<file path="src/rtl/mem_arbiter_if.sv">
// Bus bundle for the two-requester memory arbiter: fetch port, data port,
// shared external memory port and the sticky error flag.
interface mem_arbiter_if;
    // fetch (instruction) port
    logic        if_req;
    logic [31:0] if_addr;
    logic [31:0] if_rdata;
    logic        if_done;
    logic        if_stall;

    // memory-stage (data) port
    logic        mem_req;
    logic        mem_we;
    logic [31:0] mem_addr;
    logic [31:0] mem_wdata;
    logic [31:0] mem_rdata;
    logic        mem_done;
    logic        mem_stall;

    // shared external memory
    logic        ext_req;
    logic        ext_we;
    logic [31:0] ext_addr;
    logic [31:0] ext_wdata;
    logic        ext_ack;
    logic [31:0] ext_rdata;

    // sticky timeout indication
    logic        err;

    // arbiter side
    modport slave (
        input  if_req, if_addr, mem_req, mem_we, mem_addr, mem_wdata,
               ext_ack, ext_rdata,
        output if_rdata, if_done, if_stall, mem_rdata, mem_done, mem_stall,
               ext_req, ext_we, ext_addr, ext_wdata, err
    );

    // requesters + external memory side
    modport master (
        output if_req, if_addr, mem_req, mem_we, mem_addr, mem_wdata,
               ext_ack, ext_rdata,
        input  if_rdata, if_done, if_stall, mem_rdata, mem_done, mem_stall,
               ext_req, ext_we, ext_addr, ext_wdata, err
    );
endinterface

</file>
<file path="src/rtl/mem_arbiter.sv">
// Fixed-priority arbiter sharing one external memory between the fetch stage
// and the memory stage. The data port wins ties; every access is bounded by a
// wait counter and aborted with ERR_WORD and a sticky err flag on timeout.
module mem_arbiter #(
    parameter int          MAX_WAIT = 15,
    parameter logic [31:0] ERR_WORD = 32'hDEADBEEF
) (
    input  logic           clk,
    input  logic           reset,
    mem_arbiter_if.slave   bus
);

    // Counter must hold the value MAX_WAIT itself.
    localparam int CNT_W = (MAX_WAIT < 1) ? 1 : $clog2(MAX_WAIT + 1);
    localparam logic [CNT_W-1:0] MAX_CNT = CNT_W'(MAX_WAIT);
    localparam logic [CNT_W-1:0] CNT_ONE = CNT_W'(1);

    typedef enum logic [1:0] {
        IDLE     = 2'b00,
        IF_BUSY  = 2'b01,
        MEM_BUSY = 2'b10
    } state_t;

    state_t            state_r;
    logic [CNT_W-1:0]  wait_cnt_r;
    logic              ext_req_r;
    logic              ext_we_r;
    logic [31:0]       ext_addr_r;
    logic [31:0]       ext_wdata_r;
    logic [31:0]       if_rdata_r;
    logic              if_done_r;
    logic [31:0]       mem_rdata_r;
    logic              mem_done_r;
    logic              err_r;

    // A requester is eligible in IDLE only if it is not being acknowledged in
    // this very cycle; its req is still high during the done pulse.
    logic mem_eligible_s;
    logic if_eligible_s;
    logic timeout_s;

    assign mem_eligible_s = bus.mem_req & ~mem_done_r;
    assign if_eligible_s  = bus.if_req  & ~if_done_r;
    // Abort happens on the BUSY cycle whose count already equals MAX_WAIT and
    // still has no ack; an ack in that same cycle wins.
    assign timeout_s      = (wait_cnt_r == MAX_CNT);

    // Arbitration FSM with all bus-facing outputs registered.
    always_ff @(posedge clk) begin
        if (!reset) begin
            state_r     <= IDLE;
            wait_cnt_r  <= '0;
            ext_req_r   <= 1'b0;
            ext_we_r    <= 1'b0;
            ext_addr_r  <= 32'h0000_0000;
            ext_wdata_r <= 32'h0000_0000;
            if_rdata_r  <= 32'h0000_0000;
            if_done_r   <= 1'b0;
            mem_rdata_r <= 32'h0000_0000;
            mem_done_r  <= 1'b0;
            err_r       <= 1'b0;
        end else begin
            // done strobes are single-cycle unless re-armed below
            if_done_r  <= 1'b0;
            mem_done_r <= 1'b0;

            case (state_r)
                IDLE: begin
                    wait_cnt_r <= '0;
                    if (mem_eligible_s) begin
                        ext_req_r   <= 1'b1;
                        ext_we_r    <= bus.mem_we;
                        ext_addr_r  <= bus.mem_addr;
                        ext_wdata_r <= bus.mem_wdata;
                        state_r     <= MEM_BUSY;
                    end else if (if_eligible_s) begin
                        ext_req_r   <= 1'b1;
                        ext_we_r    <= 1'b0;
                        ext_addr_r  <= bus.if_addr;
                        state_r     <= IF_BUSY;
                    end else begin
                        ext_req_r   <= 1'b0;
                        state_r     <= IDLE;
                    end
                end

                IF_BUSY: begin
                    if (bus.ext_ack) begin
                        if_rdata_r <= bus.ext_rdata;
                        if_done_r  <= 1'b1;
                        ext_req_r  <= 1'b0;
                        state_r    <= IDLE;
                    end else if (timeout_s) begin
                        if_rdata_r <= ERR_WORD;
                        if_done_r  <= 1'b1;
                        ext_req_r  <= 1'b0;
                        err_r      <= 1'b1;
                        state_r    <= IDLE;
                    end else begin
                        wait_cnt_r <= wait_cnt_r + CNT_ONE;
                        state_r    <= IF_BUSY;
                    end
                end

                MEM_BUSY: begin
                    if (bus.ext_ack) begin
                        if (!ext_we_r) begin
                            mem_rdata_r <= bus.ext_rdata;
                        end else begin
                            mem_rdata_r <= mem_rdata_r;
                        end
                        mem_done_r <= 1'b1;
                        ext_req_r  <= 1'b0;
                        state_r    <= IDLE;
                    end else if (timeout_s) begin
                        if (!ext_we_r) begin
                            mem_rdata_r <= ERR_WORD;
                        end else begin
                            mem_rdata_r <= mem_rdata_r;
                        end
                        mem_done_r <= 1'b1;
                        ext_req_r  <= 1'b0;
                        err_r      <= 1'b1;
                        state_r    <= IDLE;
                    end else begin
                        wait_cnt_r <= wait_cnt_r + CNT_ONE;
                        state_r    <= MEM_BUSY;
                    end
                end

                default: begin
                    // unreachable encoding: drop any request and recover
                    wait_cnt_r <= '0;
                    ext_req_r  <= 1'b0;
                    state_r    <= IDLE;
                end
            endcase
        end
    end

    // Stalls depend only on the live request and the registered done strobe.
    assign bus.if_stall  = bus.if_req  & ~if_done_r;
    assign bus.mem_stall = bus.mem_req & ~mem_done_r;

    assign bus.ext_req   = ext_req_r;
    assign bus.ext_we    = ext_we_r;
    assign bus.ext_addr  = ext_addr_r;
    assign bus.ext_wdata = ext_wdata_r;
    assign bus.if_rdata  = if_rdata_r;
    assign bus.if_done   = if_done_r;
    assign bus.mem_rdata = mem_rdata_r;
    assign bus.mem_done  = mem_done_r;
    assign bus.err       = err_r;

endmodule
</file>
<file path="src/flat_wrapper.sv">
// flat-port wrapper written by rule: the top's interface ports become plain ports
module mem_arbiter_flat 
#(
    parameter int          MAX_WAIT = 15,
    parameter logic [31:0] ERR_WORD = 32'hDEADBEEF
)
  (clk, reset, bus_if_req, bus_if_addr, bus_mem_req, bus_mem_we, bus_mem_addr, bus_mem_wdata, bus_ext_ack, bus_ext_rdata, bus_if_rdata, bus_if_done, bus_if_stall, bus_mem_rdata, bus_mem_done, bus_mem_stall, bus_ext_req, bus_ext_we, bus_ext_addr, bus_ext_wdata, bus_err);
  mem_arbiter_if bus_i ();
  input  logic clk;
  input  logic reset;
  input wire logic [$bits(bus_i.if_req)-1:0] bus_if_req;
  input wire logic [$bits(bus_i.if_addr)-1:0] bus_if_addr;
  input wire logic [$bits(bus_i.mem_req)-1:0] bus_mem_req;
  input wire logic [$bits(bus_i.mem_we)-1:0] bus_mem_we;
  input wire logic [$bits(bus_i.mem_addr)-1:0] bus_mem_addr;
  input wire logic [$bits(bus_i.mem_wdata)-1:0] bus_mem_wdata;
  input wire logic [$bits(bus_i.ext_ack)-1:0] bus_ext_ack;
  input wire logic [$bits(bus_i.ext_rdata)-1:0] bus_ext_rdata;
  output wire logic [$bits(bus_i.if_rdata)-1:0] bus_if_rdata;
  output wire logic [$bits(bus_i.if_done)-1:0] bus_if_done;
  output wire logic [$bits(bus_i.if_stall)-1:0] bus_if_stall;
  output wire logic [$bits(bus_i.mem_rdata)-1:0] bus_mem_rdata;
  output wire logic [$bits(bus_i.mem_done)-1:0] bus_mem_done;
  output wire logic [$bits(bus_i.mem_stall)-1:0] bus_mem_stall;
  output wire logic [$bits(bus_i.ext_req)-1:0] bus_ext_req;
  output wire logic [$bits(bus_i.ext_we)-1:0] bus_ext_we;
  output wire logic [$bits(bus_i.ext_addr)-1:0] bus_ext_addr;
  output wire logic [$bits(bus_i.ext_wdata)-1:0] bus_ext_wdata;
  output wire logic [$bits(bus_i.err)-1:0] bus_err;
  assign bus_i.if_req = bus_if_req;
  assign bus_i.if_addr = bus_if_addr;
  assign bus_i.mem_req = bus_mem_req;
  assign bus_i.mem_we = bus_mem_we;
  assign bus_i.mem_addr = bus_mem_addr;
  assign bus_i.mem_wdata = bus_mem_wdata;
  assign bus_i.ext_ack = bus_ext_ack;
  assign bus_i.ext_rdata = bus_ext_rdata;
  assign bus_if_rdata = bus_i.if_rdata;
  assign bus_if_done = bus_i.if_done;
  assign bus_if_stall = bus_i.if_stall;
  assign bus_mem_rdata = bus_i.mem_rdata;
  assign bus_mem_done = bus_i.mem_done;
  assign bus_mem_stall = bus_i.mem_stall;
  assign bus_ext_req = bus_i.ext_req;
  assign bus_ext_we = bus_i.ext_we;
  assign bus_ext_addr = bus_i.ext_addr;
  assign bus_ext_wdata = bus_i.ext_wdata;
  assign bus_err = bus_i.err;
  mem_arbiter #(.MAX_WAIT(MAX_WAIT), .ERR_WORD(ERR_WORD)) u_core (.clk(clk), .reset(reset), .bus(bus_i));
endmodule
</file>
<file path="config.mk">
export PLATFORM = sky130hd
export DESIGN_NAME = mem_arbiter_flat
export DESIGN_NICKNAME = d
export VERILOG_FILES = /design/src/rtl/mem_arbiter_if.sv /design/src/rtl/mem_arbiter.sv /design/src/flat_wrapper.sv
export SDC_FILE = /design/constraint.sdc
export NUM_CORES = 1
export LEC_CHECK = 0
export ABC_AREA = 1
export BUFFER_PORTS_ARGS = -buffer_cell sky130_fd_sc_hd__buf_2
export CORE_ASPECT_RATIO = 1.2
export CORE_MARGIN = 8
export CORE_UTILIZATION = 47
export CTS_BUF_LIST = sky130_fd_sc_hd__clkbuf_16
export DETAILED_ROUTE_END_ITERATION = 7
export PLACE_DENSITY_LB_ADDON = 0.3
export RECOVER_POWER = 25
export SYNTH_ARGS = -nofsm -noshare
export SYNTH_HDL_FRONTEND = slang
export SYNTH_SLANG_ARGS = --single-unit
</file>
<file path="constraint.sdc">
create_clock -name clk -period 1.95 [get_ports clk]
set_input_delay 0.2925 -clock clk [delete_from_list [all_inputs] [get_ports clk]]
set_output_delay 0.2925 -clock clk [all_outputs]
set_load 0.02 [all_outputs]
</file>
## Word level (Yosys, flattened, before mapping)

Index checks and enable logic that the tools add are counted.

- Add/subtract/negate cells: 1
- Eq/ne operators: 4
- Multiplexer cells: 24
- Bitwise operators: 7
- Reduce and logical (&&, ||, !) cells: 13

Operator list:

| operator | count |
|---|---|
| 2-to-1 mux 32 bit | 8 |
| AND reduction 2 bit | 7 |
| 2-to-1 mux 1 bit | 10 |
| 2-to-1 mux 2 bit | 4 |
| case mux 2 bit (3 select lines) | 1 |
| AND reduction 3 bit | 2 |
| NOT 1 bit | 5 |
| adder 4 x 1 -> 4 bit, second input constant | 1 |
| == test 4 bit, second input constant | 1 |
| nonzero test 2 bit | 2 |
| != test 3 x 1 -> 1 bit, second input constant | 1 |
| bitwise AND 1 bit | 2 |
| == test 2 x 1 -> 1 bit, second input constant | 1 |
| == test 2 bit, second input constant | 1 |
| logical NOT 2 bit | 1 |
| case mux 1 bit (2 select lines) | 1 |
| OR reduction 2 bit | 1 |

- Register bits after elaboration: 139
- Bits of input ports: 134
- Output and inout bits: 135
- Logic and storage cells: 60

## Logic depth before layout (Yosys ltp)

- Depth in word-level cells: 5
- Mapped depth: 8

## Worst setup path before layout

No wires, ideal clock.

- Path kind: reg2reg
- From: register u_core.if_done_r (netlist: u_core.bus.if_done)
- To: register u_core.ext_addr_r[0] (netlist: u_core.bus.ext_addr[0])
- Library setup time: 0.112 ns
- Arrival: 1.276 ns
- Data required time: 1.838 ns
- Setup slack: 0.563 ns
- Cell stages (with the launch flop): 8
- Buffers on the path: 1
- Path through: dfxtp_1 nor2_2 nand2_1 nand2_1 inv_2 buf_2 nor2_1 nor2_1

- Cells in the longest elaborated chain, start to end: 4

RTL lines:

| element | line | RTL |
|---|---|---|
| start, declared | mem_arbiter.sv:31 | `logic if_done_r;` |
| start signal, assigned | mem_arbiter.sv:58 | `if_done_r <= 1'b0;` |
| start signal, assigned | mem_arbiter.sv:64 | `if_done_r <= 1'b0;` |
| start signal, assigned | mem_arbiter.sv:90 | `if_done_r <= 1'b1;` |
| NOT 1 bit | - |  |
| bitwise AND 1 bit | - |  |
| via bus_if_stall | flat_wrapper.sv:21 | `output wire logic [$bits(bus_i.if_stall)-1:0] bus_if_stall;` |
| nonzero test 2 bit (no line) | - |  |
| AND reduction 2 bit (no line) | - |  |
| end signal, assigned | mem_arbiter.sv:73 | `ext_addr_r <= bus.mem_addr;` |
| end signal, assigned | mem_arbiter.sv:79 | `ext_addr_r <= bus.if_addr;` |
| end, declared | mem_arbiter.sv:28 | `logic [31:0] ext_addr_r;` |

The timed path passes the listed nets, and every way through them passes these cells.
A chain may end at the register's enable or synchronous reset.

## Final worst setup path

- From: register u_core.mem_done_r (netlist: u_core.bus.mem_done)
- To: output bus_mem_stall

- Cells in the longest elaborated chain, start to end: 2

RTL lines:

| element | line | RTL |
|---|---|---|
| start, declared | mem_arbiter.sv:33 | `logic mem_done_r;` |
| start signal, assigned | mem_arbiter.sv:60 | `mem_done_r <= 1'b0;` |
| start signal, assigned | mem_arbiter.sv:65 | `mem_done_r <= 1'b0;` |
| start signal, assigned | mem_arbiter.sv:112 | `mem_done_r <= 1'b1;` |
| NOT 1 bit | mem_arbiter.sv:143 | `assign bus.mem_stall = bus.mem_req & ~mem_done_r;` |
| bitwise AND 1 bit | mem_arbiter.sv:143 |  |
| end, declared | flat_wrapper.sv:24 | `output wire logic [$bits(bus_i.mem_stall)-1:0] bus_mem_stall;` |

No other way between the ends.

==> results.md <==
* Status: complete, no violations
* Startpoint class of the critical path: flop
* Routed len/inst at 13.61 um
* Endpoints failing setup at 0
* Reg2Reg Setup Slack at 320 ps
* First-pass GRT wire length at 28.75 mm
* Core area at 12440 um^2
* Arr. time, crit path at 1440 ps
* Clock Tree Root: clkbuf_16
* Max-cap violations at 0
* Routed Antenna Nets at 0
* CP required at 1660 ps
* R2R depth at 7
* First DRT Iteration DRCs at 440
* Post-Route Skew at 12.60 ps
* R2R Path Start: u_core.wait_cnt_r[0]
* WHS Path Cells at 3
* Htree depth at 4
* Count of final hold-check violations at 0
* Fill count at 1237
* CP Capture Type: output port
* CTS clk-pin slew, worst paths at 60 ps
* Cells after synthesis at 870
* RR Endpoint: u_core.bus.mem_rdata[22]
* Period utilization at 88.85%
* Worst-Skew Late Latency at 410 ps
* Crit Path Max Fanout at 33
* Row cnt at 45
* DR vias at 6001
* Worst rel slew slack at 63.91%
* Die area at 16380 um^2
* Fmax at 577.1 MHz
* Max VDD drop at 0.5727 mV
* Vias in the first global route at 5843
* Initial antenna violation count at 1
* Layout cells sized above 1 at 22.95%
* Tot GR Track Use at 21.28%
* Die height at 138.6 um
* Post-placement cell area at 7327 um^2
* Post-DP HPWL at 12.98 mm
* Sequential share of the synthesized area at 47.26%
* # Post-CTS Setup Buffers at 0
* Synth area leaders: dfxtp_1 47%, nand2_1 17%, a21oi_1 8.5%
* Die W at 118.2 um
* Hold path startpoint: bus_mem_wdata[12]
* Overall routed net length at 17.66 mm
* Crit path time final at 1733 ps
* Yosys reg bits at 139
* Multi-input logic area at 2464 um^2
* Initial DRT Pass Iterations at 5
* Slew Viols, Final at 0
* Num ports at 269
* Initial Util at 47.32%
* Total power at 0.007549 W
* P&R area growth vs syn at 32.70%
* Synth cell types at 22
* Placer Congestion at 0.8478
* Final Cell Area at 7814 um^2
* Worst slew pin tran at 540.5 ps
* RSZ-0062 raised after global routing: false
* Mapped Nets at 1009
* TritonCTS clock tree: yes
* Worst hold endpoint: u_core.bus.ext_wdata[12]
* Worst hold path class: primary input to flop
* Sequential cell area at 2783 um^2
* Final net count at 1259
* Ys Warns at 0
* DR vias/cell at 4.623
* GRT Residual Overflow at 0
* Leak at 3.870 nW
* # hold bufs at CTS at 0
* Maximum number of pins on one net before global-route repair at 51
* Power Dens Cells at 966.1 nW/um^2
* Post-CTS sizing at 0
* Syn Std Cell Area at 5888 um^2
* CP Class: flop to output port
* Port Buffer Count at 268
* Synth area leader: dfxtp_1
* Total negative slack at 0 ps
* Top cell type's share of synthesized area at 47.26%
* DR DRC count at 0
* CTS Buffer Depth at 2
* Clk sinks at 139
* Total CTS buffers at 17
* Syn Area/Cell at 6.768 um^2
* Min Hold Slack at 124.7 ps
[per-stage QoR]
step           worst slack [ps]  utilization (%)  std cells
6_report                  217.3            62.80       1298
5_1_grt                   117.5            62.80       1298
4_1_cts                   168.7            63.45       1297
3_5_place_dp              332.5            58.88       1265
3_3_place_gp              380.5            58.88       1265
2_1_floorplan             562.9                -        870
[kinds of logic after synthesis]
group | Yosys count | synth area share, %
flops | 139 | 47.26
fa+ha+maj | 5 | 1.062
compound gates | 153 | 13.05
buf+inv | 159 | 10.90
simple gates | 414 | 27.73
[cells in the mapped netlist (all sizes together)]
library cell and n:
nand2 270, dfxtp 139, inv 104, nor2 103, a21oi 100, o21ai 51, nand3 36, buf 34
clkbuf 20, ha 5, a31oi 2, nand4 2, or2 2, clkinv 1, nor3 1
[sequential cells by signal, indices dropped and copies added (netlist names)]
register,flops
u_core.bus.err,1
u_core.wait_cnt_r,4
u_core.bus.ext_wdata,32
u_core.bus.ext_addr,32
u_core.state_r,2
u_core.bus.mem_rdata,32
u_core.bus.mem_done,1
u_core.bus.ext_req,1
u_core.bus.if_done,1
u_core.bus.ext_we,1
u_core.bus.if_rdata,32
[worst max-delay path by stage]
| stage | startpoint | endpoint | slack, ps | cells after the start |
|---|---|---|---|---|
| after floorplan | u_core.bus.if_done | u_core.bus.ext_addr[0] | 560 | 7 |
| after global placement | u_core.wait_cnt_r[0] | u_core.bus.ext_req | 380 | 7 |
| after detailed placement | u_core.wait_cnt_r[0] | u_core.bus.mem_rdata[17] | 330 | 7 |
| after CTS | u_core.bus.mem_done | bus_mem_stall | 170 | 3 |
| after global routing | u_core.bus.mem_done | bus_mem_stall | 120 | 3 |
| final | u_core.bus.mem_done | bus_mem_stall | 220 | 3 |
[routing by layer]
metal  vias to the layer above  track usage [%]  wire length [um]
met5                         -                0                 0
li1                       3180                -                 -
met4                         0            7.230               246
met2                       176            36.50              8829
met1                      2633            24.10              7179
met3                        12            7.251              1408
[worst max-delay path: stages (launching register included)]
cell and delay [ps]:
dfxtp_1 350, nor2_4 130, buf_4 310, buf_2 230
[placed cells by master (no fill, tap or decap), drive strengths merged]
| cell type | n |
|---|---|
| a31oi | 2 |
| nor2 | 103 |
| clkbuf | 84 |
| o21ai | 51 |
| nor3 | 1 |
| ha | 5 |
| clkinv | 3 |
| nand4 | 2 |
| or2 | 2 |
| nand2 | 270 |
| dfxtp | 139 |
| bufinv | 1 |
| buf | 218 |
| inv | 110 |
| a21oi | 100 |
| clkinvlp | 6 |
| nand3 | 36 |
| diode | 1 |
[report_power, final]
part	switching, W	internal (W)
combinational	0.000908	0.000459
sequential	0.000103	0.00304
clock	0.00126	0.00177
total	0.00227	0.00528
[final cells by class]
cell class / instances / area share [%]
flip-flops and latches: 139 / 35.61
repair buffers: 285 / 17.89
inverters: 105 / 5.044
diodes: 1 / 0.03203
clock inverters: 15 / 1.825
multi-input cells: 572 / 31.53
well taps: 164 / 2.626
clock buffers: 17 / 5.444
Power figures use the tool's default switching activity.
